===== src/rtl/pipeline_fifo_buffer_pkg.sv =====
// Shared definitions for the pipeline FIFO buffer.
//   CLOG2(x)    : project-wide ceiling-log2 macro used to size pointers and counts.
//   cnt_op_e    : occupancy counter operation for one cycle (hold, increment, decrement).
//   cnt_op()    : maps the push and stored-pop strobes to a counter operation.
`ifndef CLOG2
`define CLOG2(x) $clog2(x)
`endif

package pipeline_fifo_buffer_pkg;

    typedef enum logic [1:0] {
        CNT_HOLD = 2'd0,
        CNT_INC  = 2'd1,
        CNT_DEC  = 2'd2
    } cnt_op_e;

    // Simultaneous push and pop leave the occupancy unchanged.
    function automatic cnt_op_e cnt_op(input logic push, input logic pop);
        cnt_op_e op;
        op = CNT_HOLD;
        if (push && !pop) begin
            op = CNT_INC;
        end else if (!push && pop) begin
            op = CNT_DEC;
        end
        return op;
    endfunction

endpackage


===== src/rtl/pipeline_fifo_buffer.sv =====
// Pipeline FIFO buffer with optional empty-buffer fall-through.
//   clock_i      : sole clock, rising edge
//   reset_i      : synchronous active-high reset (overrides clear_i)
//   clear_i      : synchronous flush of pointers, count and error flags
//   valid_i      : producer presents data_i
//   data_i       : write data
//   ready_o      : buffer can accept a write (== !full_o)
//   read_i       : consumer pops the head this cycle
//   valid_o      : data_o holds valid head data
//   data_o       : head data (bypassed data_i when empty and BYPASS=1)
//   count_o      : number of stored entries
//   full_o       : count_o == N_ENTRIES
//   empty_o      : count_o == 0
//   overflow_o   : sticky, write attempted while full
//   underflow_o  : sticky, read attempted with no valid head
`ifndef CLOG2
`define CLOG2(x) $clog2(x)
`endif

module pipeline_fifo_buffer
    import pipeline_fifo_buffer_pkg::*;
#(
    parameter int unsigned N_ENTRIES = 4,
    parameter int unsigned BW_DATA   = 32,
    parameter bit          BYPASS    = 1'b1
) (
    input  logic                           clock_i,
    input  logic                           reset_i,
    input  logic                           clear_i,
    input  logic                           valid_i,
    input  logic [BW_DATA-1:0]             data_i,
    output logic                           ready_o,
    input  logic                           read_i,
    output logic                           valid_o,
    output logic [BW_DATA-1:0]             data_o,
    output logic [`CLOG2(N_ENTRIES):0]     count_o,
    output logic                           full_o,
    output logic                           empty_o,
    output logic                           overflow_o,
    output logic                           underflow_o
);

    localparam int unsigned PTR_W = `CLOG2(N_ENTRIES);
    localparam int unsigned CNT_W = PTR_W + 1;

    logic [BW_DATA-1:0] mem_q [N_ENTRIES];
    logic [PTR_W-1:0]   wr_ptr_q, wr_ptr_d;
    logic [PTR_W-1:0]   rd_ptr_q, rd_ptr_d;
    logic [CNT_W-1:0]   count_q,  count_d;
    logic               ovf_q,    ovf_d;
    logic               unf_q,    unf_d;

    logic empty, full, bypass_empty;
    logic push, pop_store;

    always_comb begin
        empty        = (count_q == '0);
        full         = (count_q == CNT_W'(N_ENTRIES));
        bypass_empty = BYPASS && empty;

        // Empty buffer: head is the live input when bypassing, never during a clear.
        valid_o = empty ? (bypass_empty && valid_i && !clear_i) : 1'b1;
        data_o  = bypass_empty ? data_i : mem_q[rd_ptr_q];

        // A bypassed word consumed in the same cycle never touches storage.
        push      = valid_i && !full && !(bypass_empty && read_i);
        pop_store = read_i && !empty;

        wr_ptr_d = push      ? wr_ptr_q + PTR_W'(1) : wr_ptr_q;
        rd_ptr_d = pop_store ? rd_ptr_q + PTR_W'(1) : rd_ptr_q;

        unique case (cnt_op(push, pop_store))
            CNT_INC: count_d = count_q + CNT_W'(1);
            CNT_DEC: count_d = count_q - CNT_W'(1);
            default: count_d = count_q;
        endcase

        ovf_d = ovf_q || (valid_i && full);
        unf_d = unf_q || (read_i && !valid_o);
    end

    always_ff @(posedge clock_i) begin
        if (reset_i || clear_i) begin
            wr_ptr_q <= '0;
            rd_ptr_q <= '0;
            count_q  <= '0;
            ovf_q    <= 1'b0;
            unf_q    <= 1'b0;
        end else begin
            wr_ptr_q <= wr_ptr_d;
            rd_ptr_q <= rd_ptr_d;
            count_q  <= count_d;
            ovf_q    <= ovf_d;
            unf_q    <= unf_d;
        end
    end

    // Storage is not reset; stale words are unreachable once count_q is zero.
    always_ff @(posedge clock_i) begin
        if (push && !clear_i && !reset_i) begin
            mem_q[wr_ptr_q] <= data_i;
        end
    end

    assign ready_o     = !full;
    assign full_o      = full;
    assign empty_o     = empty;
    assign count_o     = count_q;
    assign overflow_o  = ovf_q;
    assign underflow_o = unf_q;

endmodule


===== config.mk =====
export PLATFORM = sky130hd
export DESIGN_NAME = pipeline_fifo_buffer
export DESIGN_NICKNAME = d
export VERILOG_FILES = /design/src/rtl/pipeline_fifo_buffer_pkg.sv /design/src/rtl/pipeline_fifo_buffer.sv
export SDC_FILE = /design/constraint.sdc
export NUM_CORES = 1
export LEC_CHECK = 0
export ABC_AREA = 1
export CORE_MARGIN = 4
export CORE_UTILIZATION = 63
export DETAILED_ROUTE_END_ITERATION = 6
export DONT_BUFFER_PORTS = 1
export PLACE_DENSITY = 0.76
export SLEW_MARGIN = 10
export SYNTH_ARGS = -nofsm -noshare
export SYNTH_HDL_FRONTEND = slang
export SYNTH_SLANG_ARGS = --single-unit
export TNS_END_PERCENT = 20

===== constraint.sdc =====
create_clock -name clock_i -period 3.97 [get_ports clock_i]
set_input_delay 0.794 -clock clock_i [delete_from_list [all_inputs] [get_ports clock_i]]
set_output_delay 0.794 -clock clock_i [all_outputs]
set_load 0.03 [all_outputs]

==> results.md <==
* Clock share of power at 44.1%
* Int Power at 2620 uW
* Placer Congestion at 0.7502
* Number of global-route vias before repair at 4153
* Root Driver: clkbuf_8
* CTS resizes at 0
* CP peak stage delay at 0.62 ns
* Setup bufs post-CTS at 0
* Clock buffer depth at 2
* Share of layout cells above drive strength 1 at 5.966%
* Critical path required time at 3.18 ns
* Drt wl/cell at 14.59 um
* Routed Antenna Nets at 0
* FP Rows at 36
* Area delta synth->final at 9.864%
* Cts bufs inserted at 17
* Multi-input gate area at 1782 um2
* Critical Path AT at 2.81 ns
* Largest net degree at the start of global routing at 55
* Hold WS at 0.3675 ns
* First drt pass iteration count at 4
* Area after detailed placement at 6381 um2
* Residual DRC at 0
* Post-synth top area cell: edfxtp_1
* P_sw at 795.1 uW
* Later-pin clock latency in the skew report at 0.52 ns
* Avg Inst Size Synth at 9.108 um2
* Gr usage total at 21.95%
* I/O pins at 78
* Mapped cell area at 6330 um2
* Hold Path Class: input pin to flop
* First-pass GRT wire length at 19550 um
* Count leader, synth: nand2_1
* Critical Path Start Type: flop
* Setup tns final at 0 ns
* Static leakage at 0.002943 uW
* Fmax at 277.1 MHz
* Critical path class: flop to output pin
* Drt first-iter violations at 303
* CP endpoint kind: output pin
* Pwr Total at 3415 uW
* Die height at 108.2 um
* Core area at 9774 um2
* CTS tree: yes
* Final nets at 734
* Number of synthesized flops with an enable pin at 128
* Die area at 11710 um2
* Distinct cell type count after synthesis at 19
* Slew Viols, Final at 0
* Fin crit period at 3.608 ns
* Clk pin slew, worst setup/hold paths at 0.06 ns
* Port Buf Inserts at 0
* Synthesized netlist cell count at 695
* Critical path's slowest cell: clkinv_2
* Yosys reg bits at 139
* Setup violations, final at 0
* Top FF cell, synth: edfxtp_1
* Commonest cells post-synth: nand2_1 (275), nor2_1 (143), edfxtp_1 (128)
* Max cap viols at 0
* N_diodes at 0
* Worst Tran Pin Value at 1.196 ns
* Crit Path Max Fanout at 36
* Final Hold Vio Count at 0
* GR peak layer: met2
* Number of clock sinks at 139
* Slew headroom at 20.16%
* Starting Density at 64.76%
* Final instance area at 6954 um2
* Total gr overflow at 0
* Period utilization at 90.89%
* Yosys warnings at 0
* Number of fill cells in the layout at 738
* Status: finished clean
* Combinational share of power at 8.2%
* Vias post-DR at 4306
* Initial antenna violation count at 0
* Switching share of power at 23.28%
* Vias per inst at 5.145
* Top cell type's share of synthesized area at 60.72%
* Pwr dens at 491.1 nW/um2
* Final wirelength at 12210 um
* Sequential Area at 4068 um2
* Sequential fraction of the synthesis area at 64.20%
* Met1 usage at 26.53%
* Synth top area cells: edfxtp_1 (61%), nand2_1 (16%), nor2_1 (8.5%)
* DP HPWL at 7264 um
* Max VDD drop at 0.2910 mV
* Crit path cell chain: inv_1 -> nand2_4 -> clkinv_2 -> nand2_1
* Clock skew at 0.01060 ns
* Seq pwr share at 47.8%
* H-Tree Depth at 4
* Hold_buf cts at 0
* Met3 Track Usage GR at 6.030%
* Met2 GRT Util at 37.97%
* Chip Width at 108.2 um
* Syn Nets at 738
* Unrepaired setup endpoints after global routing: false
* Asr flop ratio synth at 0%
## worst max-delay path, delay by kind of cell, from the launching register on
family	cells	cell delay, ns
simple gates	2	0.89
buf+inv	2	0.83
flops	1	0.51
## cell type report
class                           count  area share [%]
Inverter                           89           4.822
Multi-Input combinational cell    440           25.62
Clock inverter                      8           1.331
Tap cell                          133           2.393
Clock buffer                       24           6.909
Sequential cell                   139           58.49
Timing Repair Buffer                4          0.4318
## registers in the layout (all words and copies together), names as in the netlist, named ones only
| register | flops |
|---|---|
| wr_ptr_q | 2 |
| overflow_o | 1 |
| rd_ptr_q | 2 |
| mem_q | 128 |
| count_o | 3 |
| underflow_o | 1 |
## cell usage in the layout (no fill, tap or decap)
cell,netlist,routed
ha_1,5,5
nand3_1,4,4
nand2_4,1,1
inv_1,88,88
nand2_1,275,275
a21oi_2,1,1
clkinvlp_4,0,1
fa_1,1,1
buf_4,10,4
a21oi_1,5,5
nand3b_1,1,1
clkinv_2,1,6
clkbuf_16,0,16
nor2_1,143,139
dfxtp_4,0,1
nand4_1,1,1
bufinv_16,0,2
clkbuf_8,0,5
edfxtp_1,128,128
o21ai_0,2,2
nor2_4,1,5
clkbuf_1,0,3
dfxtp_1,11,10
## final timing paths
path                       startpoint                     end  slack [ns]  cells past startpoint
max           count_o[2]$_SDFFE_PP0P_                 valid_o        0.36                      4
min                        data_i[17]  mem_q[0][17]$_DFFE_PP_        0.37                      0
max reg2reg   count_o[2]$_SDFFE_PP0P_   mem_q[3][9]$_DFFE_PP_        1.43                      5
min reg2reg  rd_ptr_q[1]$_SDFFE_PP0P_                    flop        0.50                      2
## cells by family after synthesis
kind of cell	count (synthesis)	synth area share [%]
AO/OA/AOI/OAI	8	0.6918
adder cells (fa/ha/maj)	6	1.305
buffers and inverters	116	8.124
flip-flops	139	64.20
AND/OR/NAND/NOR	426	25.68
## routing by layer
metal / wire length [um] / share of wire [%] / vias to the layer above
met5: 0 / 0 / -
met4: 153 / 1.3 / 0
met3: 772 / 6.3 / 15
met2: 6234 / 51 / 127
met1: 5051 / 41 / 2035
li1: - / - / 2129
## power groups by stage
| stage | combinational, uW | clock (uW) | sequential, uW |
|---|---|---|---|
| 2_1_floorplan | 254 | 0 | 1660 |
| 3_5_place_dp | 282 | 0 | 1660 |
| 3_3_place_gp | 274 | 0 | 1660 |
| 6_report | 280 | 1500 | 1630 |
| 5_1_grt | 307 | 1590 | 1630 |
| 4_1_cts | 283 | 1520 | 1630 |
## through the flow
stage	setup WS [ns]	util (%)	instances
after CTS	0.3497	71.15	837
final	0.3616	71.15	837
after floorplan	0.9433	-	695
after global placement	0.9655	65.28	805
after global routing	0.1914	71.15	837
after detailed placement	0.9090	65.28	805
(Power assumes the default switching activity.)
